### src/rtl/prim_fifo_wr_arb.sv
// Round-robin write scheduler sharing one FIFO write port between N requesters,
// with per-source occupancy quotas tracked by snooping the FIFO read handshake.
module prim_fifo_wr_arb #(
  parameter int unsigned N     = 4,
  parameter int unsigned Width = 16,
  parameter int unsigned Quota = 2,
  localparam int unsigned IdW  = (N > 1) ? $clog2(N) : 1,
  localparam int unsigned CntW = (Quota > 0) ? $clog2(Quota + 1) : 1
) (
  input  logic                      clk_i,
  input  logic                      rst_ni,
  input  logic                      clr_i,
  input  logic [N-1:0]              req_valid_i,
  output logic [N-1:0]              req_ready_o,
  input  logic [N-1:0][Width-1:0]   req_data_i,
  output logic                      fifo_wvalid_o,
  input  logic                      fifo_wready_i,
  output logic [Width+IdW-1:0]      fifo_wdata_o,
  input  logic                      fifo_rvalid_i,
  input  logic                      fifo_rready_i,
  input  logic [IdW-1:0]            fifo_rid_i,
  output logic                      fifo_clr_o,
  output logic [N-1:0][CntW-1:0]    occ_o,
  output logic                      busy_o
);

  localparam logic [0:0] ST_IDLE   = 1'b0;
  localparam logic [0:0] ST_LOCKED = 1'b1;

  logic [0:0]               r_state;
  logic [0:0]               w_state_nxt;
  logic [IdW-1:0]           r_rr_ptr;
  logic [IdW-1:0]           w_rr_ptr_nxt;
  logic [IdW-1:0]           r_lock_id;
  logic [IdW-1:0]           w_lock_id_nxt;
  logic [N-1:0][CntW-1:0]   r_occ;
  logic [N-1:0][CntW-1:0]   w_occ_nxt;

  logic [N-1:0]             w_elig;
  logic [N-1:0]             w_inc;
  logic [N-1:0]             w_dec;
  logic [N-1:0]             w_at_quota;
  logic [N-1:0]             w_empty;
  logic [IdW:0]             w_sum;
  logic [IdW-1:0]           w_cand;
  logic [IdW-1:0]           w_winner;
  logic                     w_win_found;
  logic [IdW-1:0]           w_gnt_id;
  logic                     w_gnt_valid;
  logic                     w_run;
  logic                     w_hs;
  logic                     w_rd_hs;

  function automatic logic [IdW-1:0] next_id(input logic [IdW-1:0] id);
    return (id == IdW'(N - 1)) ? '0 : IdW'(id + IdW'(1));
  endfunction

  // A source may be granted only while it has room left under its quota.
  always_comb begin
    for (int i = 0; i < int'(N); i++) begin
      w_at_quota[i] = (r_occ[i] >= CntW'(Quota));
      w_empty[i]    = (r_occ[i] == '0);
      w_elig[i]     = req_valid_i[i] & ~w_at_quota[i];
    end
  end

  // First eligible index at or above rr_ptr, modulo N; lowest offset wins.
  always_comb begin
    w_win_found = 1'b0;
    w_winner    = '0;
    w_sum       = '0;
    w_cand      = '0;
    for (int k = int'(N) - 1; k >= 0; k--) begin
      w_sum = {1'b0, r_rr_ptr} + (IdW+1)'(k);
      if (w_sum >= (IdW+1)'(N)) begin
        w_sum = w_sum - (IdW+1)'(N);
      end
      w_cand = w_sum[IdW-1:0];
      if (w_elig[w_cand]) begin
        w_win_found = 1'b1;
        w_winner    = w_cand;
      end
    end
  end

  assign w_run       = rst_ni & ~clr_i;
  assign w_gnt_id    = (r_state == ST_LOCKED) ? r_lock_id : w_winner;
  assign w_gnt_valid = (r_state == ST_LOCKED) ? req_valid_i[r_lock_id] : w_win_found;

  assign fifo_wvalid_o = w_run & w_gnt_valid;
  assign fifo_wdata_o  = rst_ni ? {w_gnt_id, req_data_i[w_gnt_id]} : '0;
  assign fifo_clr_o    = clr_i | ~rst_ni;
  assign w_hs          = fifo_wvalid_o & fifo_wready_i;
  assign w_rd_hs       = fifo_rvalid_i & fifo_rready_i;

  always_comb begin
    req_ready_o = '0;
    if (fifo_wvalid_o) begin
      req_ready_o[w_gnt_id] = fifo_wready_i;
    end
  end

  // Occupancy: a write and a read of the same source in one cycle cancel out.
  always_comb begin
    w_inc     = '0;
    w_dec     = '0;
    w_occ_nxt = r_occ;
    for (int i = 0; i < int'(N); i++) begin
      w_inc[i] = w_hs & (w_gnt_id == IdW'(i));
      w_dec[i] = w_rd_hs & (fifo_rid_i == IdW'(i));
      case ({w_inc[i], w_dec[i]})
        2'b10:   w_occ_nxt[i] = r_occ[i] + CntW'(1);
        2'b01:   w_occ_nxt[i] = r_occ[i] - CntW'(1);
        default: w_occ_nxt[i] = r_occ[i];
      endcase
    end
  end

  // Next-state logic: a stalled grant is held until the FIFO accepts it.
  always_comb begin
    w_state_nxt   = r_state;
    w_rr_ptr_nxt  = r_rr_ptr;
    w_lock_id_nxt = r_lock_id;
    case (r_state)
      ST_IDLE: begin
        if (w_hs) begin
          w_rr_ptr_nxt = next_id(w_winner);
        end else if (fifo_wvalid_o) begin
          w_lock_id_nxt = w_winner;
          w_state_nxt   = ST_LOCKED;
        end
      end
      ST_LOCKED: begin
        if (w_hs) begin
          w_rr_ptr_nxt = next_id(r_lock_id);
          w_state_nxt  = ST_IDLE;
        end
      end
      default: begin
        w_state_nxt = ST_IDLE;
      end
    endcase
  end

  always_ff @(posedge clk_i) begin
    if (!rst_ni || clr_i) begin
      r_state   <= ST_IDLE;
      r_rr_ptr  <= '0;
      r_lock_id <= '0;
      r_occ     <= '0;
    end else begin
      r_state   <= w_state_nxt;
      r_rr_ptr  <= w_rr_ptr_nxt;
      r_lock_id <= w_lock_id_nxt;
      r_occ     <= w_occ_nxt;
    end
  end

  assign occ_o  = rst_ni ? r_occ : '0;
  assign busy_o = rst_ni & ((|r_occ) | (r_state == ST_LOCKED));

  QuotaMin_A: assert property (@(posedge clk_i) (Quota >= 32'd1));

  OccOverflow_A: assert property (@(posedge clk_i) disable iff (!rst_ni || clr_i)
    !(|(w_inc & ~w_dec & w_at_quota)));

  OccUnderflow_A: assert property (@(posedge clk_i) disable iff (!rst_ni || clr_i)
    !(|(w_dec & ~w_inc & w_empty)));

  // A requester that was offered but not accepted must hold valid and data.
  ReqStable_A: assert property (@(posedge clk_i)
    (fifo_wvalid_o && !fifo_wready_i) |=>
      (!rst_ni || clr_i || (fifo_wvalid_o && $stable(fifo_wdata_o))));

endmodule

### config.mk
export PLATFORM = sky130hd
export DESIGN_NAME = prim_fifo_wr_arb
export DESIGN_NICKNAME = d
export VERILOG_FILES = /design/src/rtl/prim_fifo_wr_arb.sv
export SDC_FILE = /design/constraint.sdc
export NUM_CORES = 1
export LEC_CHECK = 0
export BUFFER_PORTS_ARGS = -buffer_cell sky130_fd_sc_hd__clkbuf_2
export CAP_MARGIN = 20
export CELL_PAD_IN_SITES_DETAIL_PLACEMENT = 2
export CELL_PAD_IN_SITES_GLOBAL_PLACEMENT = 2
export CORE_ASPECT_RATIO = 2
export CORE_UTILIZATION = 21
export CTS_CLUSTER_DIAMETER = 50
export DETAILED_ROUTE_END_ITERATION = 6
export HOLD_SLACK_MARGIN = 0.02
export PLACE_DENSITY_LB_ADDON = 0.1
export SYNTH_ARGS = -nofsm -noshare
export SYNTH_HDL_FRONTEND = slang
export SYNTH_SLANG_ARGS = --single-unit
### constraint.sdc
create_clock -name clk_i -period 2.8 [get_ports clk_i]
set_clock_uncertainty 0.05 [all_clocks]
set_input_delay 0.56 -clock clk_i [delete_from_list [all_inputs] [get_ports clk_i]]
set_output_delay 0.56 -clock clk_i [all_outputs]
set_load 0.02 [all_outputs]
==> results by group, run 1 <==
Run status
  • Status: finished, violations left
  • Failing checks: negative setup slack

Yosys
  • Synth Register Bits: 13
  • Register area share after synthesis: 0.1346
  • Synth Flop Type: dfxtp_1
  • Synth top cells by count: nor2_1 (39), mux2i_1 (35), nand2_1 (24)
  • Most numerous cell in the Yosys netlist: nor2_1
  • Post-synth top area share: 0.1812
  • Yosys Warn Count: 0
  • Synthesized instance count: approximately 260
  • Unique masters post-synth: 49
  • Post-synth EDFFs: 0
  • Synth area leaders: mux2i_1 (18%), dfxtp_1 (13%), a221o_1 (7.8%), nor2_1 (7.6%), o22ai_1 (5.2%)
  • Synth area leader: mux2i_1
  • Ys async rst share: 0
  • Synthesized area per cell: 7.551 um2
  • Syn Nets: about 340
  • Post-Syn Area: between 0.0015 and 0.002 mm2

Timing
  • TNS Setup: -1.184 ns
  • Minimum clock period: roughly 2.9 ns
  • F_max: around 340 MHz
  • Slew of the pin with the lowest slew margin: ~0.52 ns
  • Final-report hold violation count: 0
  • Slew Viols, Final: 0
  • Final setup violation count: 16
  • Hold slack: between 0.5 and 0.6 ns
  • RSZ-0062 raised after global routing: true
  • Worst rel slew slack: 0.6521
  • Setup WS post-layout: -0.1113 ns
  • Final Cycle Share: 1.040

Detailed routing
  • WL/cell: 18.59 um
  • Via count: 2524
  • Post-route DRC violation count: 0
  • Average vias per placed instance: a little over 5
  • ANT nets after route: 0
  • Starting DRT DRC Count: 30
  • Final WL: between 9000 and 10000 um
  • TritonRoute pass-1 iters: 4

Floorplanning
  • Die height: 137.7 um
  • Die ar.: about 0.0096 mm2
  • Rows: 49
  • Ports: 109
  • DIE WIDTH: around 70 um
  • Core footprint: ~0.0090 mm2
  • Initial Utilization: 0.2160

Place
  • Port Buffer Count: approximately 110
  • Pre-CTS setup slack: -0.2170 ns
  • Placed instance count: 481
  • Dpl hpwl: 7563 um
  • RD Place Congestion: ~0.83
  • Placed cell area: between 0.002 and 0.003 mm2

Clock network
  • Clock root cell: clkbuf_16
  • CTS buffer count: 3
  • H-tree Lvls: 1
  • Clock Tree Buf Depth: 2
  • CTS tree: done
  • Clk slew on worst S/H paths: roughly 0.050 ns
  • Clock latency at the later pin of the worst-skew pair: between 0.2 and 0.3 ns
  • Hold buffer count at cts: 0
  • CTS sink cnt: 13

Finish
  • Area Growth Syn to Fin: 64.01%
  • Multi-input combinational cell area: between 0.0015 and 0.002 mm2
  • Ant. Diodes: 0
  • Share of layout cells above drive strength 1: 0.4897
  • Filler cell count in the final layout: 1081
  • Final #Nets: 471
  • Reg area: 269.0 um2
  • Non-filler cells, final: approximately 490
  • Final core occ: 0.3542
  • Fin area: 0.003171 mm2

Global routing
  • Global-route wire length before repair: between 10000 and 15000 um
  • Total Routing Usage GR: 0.1877
  • Antenna violations before repair: 0
  • Total grt overflow: 0
  • Vias in the first global route: around 2800
  • Largest net degree at the start of global routing: 18

Setup path
  • Worst Setup Start Kind: input port
  • Slowest-stage cell, CP: a221o_2
  • Crit path kind: in -> out
  • Delay-heaviest family, CP: compound AO/OA/AOI/OAI gates
  • WP data required: 2.19 ns
  • Critical path buffer and inverter count: 3
  • Critical Path AT: approximately 2.3 ns
  • Max incr delay on CP: ~0.4 ns
  • Worst Reg-to-Reg Cells: 12
  • CP max FO: 16
  • Crit path capture type: output port
  • WP depth: 9
  • CP cell instances: buf_4, nor3b_2, a211o_1, a21oi_4, o31ai_4, and2_4, buf_12, a221o_2, buf_8

Pwr
  • Max VDD drop: around 0.35 mV
  • Power density cells: around 300 mW/mm2
  • Total power: ~0.95 mW
  • Lkg Pwr: between 1 and 1.5 nW

Worst hold path
  • Worst min path class: reg -> reg
  • Worst hold path stage count: 2

Flow run
  • MaxCap Viol Count: 0
[where the power goes]
part | internal, mW | total [mW] | switching [mW]
registers | 0.188 | 0.194 | 0.00566
logic | 0.239 | 0.479 | 0.240
clock network | 0.191 | 0.276 | 0.0858
[timing repair]
item	in CTS	in global routing
setup buffers	4	2
setup endpoints to repair	19	23
gates cloned	0	1
gates resized for setup	32	41
pin swaps	8	6
[tightest hold or removal path, cell delays in order, from the launching register on]
cell and delay [ns]:
dfxtp_1 0.34, xor2_1 0.14, nor2_1 0.05
[registers in the layout (all words and copies together), names as in the netlist, named ones only]
register   cells
r_lock_id      2
r_occ          8
r_rr_ptr       2
[layout make-up]
class,count,area share
repair buffers,150,0.3212
well taps,102,0.04025
clock buffers,3,0.02368
multi-input cells,218,0.5225
clock inverters,1,0.001579
inverters,5,0.005919
flip-flops and latches,13,0.08485
[logic make-up (layout without fill, tap and decap cells)]
family | after synthesis | count (layout) | share of synthesized area
compound gates | 62 | 62 | 0.2434
xor+xnor | 9 | 9 | 0.04077
simple gates | 107 | 107 | 0.2699
buf+inv | 25 | 159 | 0.09256
flops | 13 | 13 | 0.1346
fa+ha+maj | 4 | 4 | 0.02589
mux | 36 | 36 | 0.1929
[metal layers]
| metal | track usage | up-vias | share of wire |
|---|---|---|---|
| met3 | 0.01463 | 13 | 0.034 |
| li1 | - | 1212 | - |
| met2 | 0.4199 | 75 | 0.61 |
| met4 | 0.05556 | 0 | 0.026 |
| met5 | 0 | - | 0 |
| met1 | 0.1676 | 1224 | 0.33 |
[layout by cell type (no fill, tap or decap), drive strengths merged]
cell type,instances
or3,7
and2,11
nor3,7
nor2,39
and2b,1
or3b,1
nand2b,3
xor2,4
a221o,16
or2b,1
a21oi,10
buf,57
nand2,24
clkbuf,96
o32a,1
ha,4
o211ai,2
a311oi,1
o31ai,2
nor2b,5
a2111o,1
a31oi,1
mux4,1
and3,1
o21ai,7
o22ai,16
a211o,1
xnor2,5
o21a,2
inv,5
nand3b,1
a211oi,1
nand3,1
nor4,3
nor3b,2
a22oi,1
clkinv,1
dfxtp,13
mux2i,35
[final timing paths]
check	start	slack (ns)	endpoint
hold / removal	r_occ[2]	0.53	r_occ[2]
setup / recovery	req_valid_i[0]	-0.11	fifo_wdata_o[0]
setup reg to reg	r_occ[1]	0.15	r_occ[5]
hold reg to reg	r_occ[2]	0.53	r_occ[2]
Power figures use the tool's default switching activity.
==> run 2: changes to the inputs <==
ABC_CLOCK_PERIOD_IN_PS = 2800   (was default)
BUFFER_PORTS_ARGS = -buffer_cell sky130_fd_sc_hd__buf_2   (was -buffer_cell sky130_fd_sc_hd__clkbuf_2)
PLACE_DENSITY = 0.89   (was default)
PLACE_DENSITY_LB_ADDON = default   (was 0.1)
==> run 2 against run 1 <==
  * Via count rose by 6.7%
  * Routed wire length up 15%
  * Flip-flop and latch count unchanged
  * Critical path depth shrank 1
  * Clock power rose by 1%
  * Register-to-register slack lost 0.21 ns
  * Setup slack got worse by 0.091 ns
  * Non-clock buffer count increased by 9
  * Largest power group unchanged
  * Sequential power is essentially flat
  * Clock-buffer cell count increased by 1
  * Critical path type is now reg -> out
  * Sequential share of layout area is 0.31 points lower
  * Critical endpoint is now fifo_wdata_o[10]
  * The run still ends with negative setup slack left
==> results by group, run 2 (same netlist as run 1, synthesis figures left out) <==
Timing
  • TNS Setup: -2.547 ns (-1.363 ns)
  • Minimum clock period: 3.002 ns (+0.09064 ns)
  • Final-report hold violation count: 0 (unchanged)
  • Final Cycle Share: 1.072 (+0.03237)
  • Setup WS post-layout: -0.2019 ns (-0.09064 ns)
  • Slew Viols, Final: 0 (unchanged)
  • RSZ-0062 raised after global routing: true
  • Final setup violation count: 20 (+4)
  • Slew of the pin with the lowest slew margin: 0.4033 ns (-0.1146 ns)
  • F_max: 333.1 MHz (-3.0%)
  • Worst rel slew slack: 0.7291 (+0.07696)

Clock network
  • Clock root cell: clkbuf_16
  • Clock Tree Buf Depth: 2 (unchanged)
  • H-tree Lvls: 1 (unchanged)
  • Clock latency at the later pin of the worst-skew pair: 0.25 ns (about the same)
  • CTS tree: done
  • CTS buffer count: 3 (unchanged)
  • Clk slew on worst S/H paths: 0.05 ns (about the same)
  • CTS sink cnt: 13 (unchanged)

Floorplanning
  • Die height: 137.7 um (unchanged)
  • Die ar.: 0.009616 mm2 (unchanged)
  • DIE WIDTH: 69.84 um (unchanged)
  • Core footprint: 0.008951 mm2 (unchanged)
  • Initial Utilization: 0.2160 (unchanged)
  • Rows: 49 (unchanged)
  • Ports: 109 (unchanged)

Detailed routing
  • Post-route DRC violation count: 0 (unchanged)
  • Starting DRT DRC Count: 79 (+160%)
  • Via count: 2694 (+6.7%)
  • ANT nets after route: 0 (unchanged)
  • WL/cell: 20.88 um (+12%)
  • Final WL: 10500 um (+15%)
  • Average vias per placed instance: 5.356 (+4.4%)
  • TritonRoute pass-1 iters: 4 (unchanged)

Finish
  • Fin area: 0.003322 mm2 (+4.8%)
  • Final #Nets: 480 (+1.9%)
  • Share of layout cells above drive strength 1: 0.5213 (+0.03156)
  • Most flops, register: r_occ
  • Commonest cells after routing, fill and taps aside: buf_2 (88), buf_4 (45), mux2i_1 (33), nor2_1 (30), nand2_1 (23)
  • Area Growth Syn to Fin: 71.84%
  • Max reg flops: 8 (unchanged)
  • Biggest regs: r_occ x8, r_lock_id x2, r_rr_ptr x2
  • Most common cell after layout, fill and taps aside: buf_2

Setup path
  • Worst Reg-to-Reg Cells: 13 (+1)
  • Crit path kind: reg -> out
  • FF-to-FF End: r_occ[3]
  • CP max FO: 12 (-4)
  • Worst Setup Start Kind: flop
  • WP data required: 2.19 ns (about the same)
  • Crit path capture type: output port
  • Critical Path AT: 2.39 ns (+0.09 ns)
  • R2R setup slack: -0.06 ns (-0.21 ns)
  • Worst r2r src: r_occ[5]

Pwr
  • Power density cells: 302.3 mW/mm2 (+1.0%)
  • Lkg Pwr: 1.456 nW (+3.1%)
  • Max VDD drop: 0.2979 mV (-14%)

Place
  • Dpl hpwl: 7786 um (+2.9%)
  • RD Place Congestion: 1.024 (+23%)
  • Port Buffer Count: 108 (unchanged)
  • Placed cell area: 0.002815 mm2 (+0.81%)

Global routing
  • Total grt overflow: 0 (unchanged)
  • Global-route wire length before repair: 15090 um (+6.9%)
  • Total Routing Usage GR: 0.1997 (+0.01201)
  • Antenna violations before repair: 1 (+1)
  • Largest net degree at the start of global routing: 20 (+2)
  • Vias in the first global route: 2918 (+5.0%)

Run status
  • Failing checks: negative setup slack
  • Status: finished, violations left

Worst hold path
  • Worst min path class: reg -> reg
  • Worst hold endpoint: r_occ[7]
  • Worst hold path startpoint: r_occ[7]
  • Worst hold path stage count: 2 (unchanged)

Flow run
  • MaxCap Viol Count: 0 (unchanged)
==> run 2: worst max-delay path by stage <==
stage	start	to	slack, ns
floorplan	req_valid_i[2]	fifo_wdata_o[10]	0.002
global placement	req_valid_i[3]	fifo_wdata_o[10]	-0.22
detailed placement	req_valid_i[3]	fifo_wdata_o[10]	-0.28
CTS	req_valid_i[2]	fifo_wdata_o[0]	-0.14
global route	req_valid_i[2]	fifo_wdata_o[2]	-0.28
finish	r_occ[5]	fifo_wdata_o[10]	-0.20
==> run 2: routing by layer <==
| metal | part of all wire | track usage |
|---|---|---|
| met3 | 0.032 | 0.01756 |
| met1 | 0.34 | 0.1911 |
| met4 | 0.060 | 0.1156 |
| met5 | 0 | 0 |
| met2 | 0.57 | 0.4028 |
==> run 2: power by group <==
part           internal (mW)  total, mW  switching, mW
Clock                  0.193      0.280         0.0876
Sequential             0.187      0.193        0.00570
Combinational          0.263      0.531          0.268
Total                  0.643       1.00          0.361
==> run 2: layout make-up <==
cell class	count	area, um2
sequential	13	271.5
tap	102	127.6
antenna	2	5.005
timing repair buffer	159	1114
inverter	5	18.77
multi-input combinational	218	1707
clock buffer	4	78.83
fill	1048	5629
==> run 2: worst max-delay path, stage by stage, from the launching register on <==
cell and delay [ns]:
dfxtp_4 0.38, or3b_4 0.41, o211ai_1 0.16, a21oi_4 0.12
o32a_1 0.43, buf_12 0.19, nor2_2 0.13, a221o_1 0.17
buf_6 0.13
==> run 2: what timing repair did <==
item | CTS | global route
resized for setup | 39 | 43
pin swaps | 13 | 14
cloned | 1 | 0
hold buffers | 0 | 0
endpoints found under the setup margin | 20 | 27
setup buffers | 10 | 2
endpoints found under the hold margin | 0 | 0
==> run 2: metrics by stage <==
| step | util | setup WS, ns | total power, mW | hold slack, ns | std cells |
|---|---|---|---|---|---|
| 2_1_floorplan | - | 0.001942 | 0.4492 | 0.4368 | 256 |
| 4_1_cts | 0.3500 | -0.1356 | 0.9539 | 0.4941 | 499 |
| 6_report | 0.3711 | -0.2019 | 1.004 | 0.4960 | 503 |
| 3_3_place_gp | 0.3145 | -0.2201 | 0.6092 | 0.4874 | 484 |
| 5_1_grt | 0.3708 | -0.2801 | 1.046 | 0.5539 | 502 |
| 3_5_place_dp | 0.3145 | -0.2827 | 0.6302 | 0.5160 | 484 |
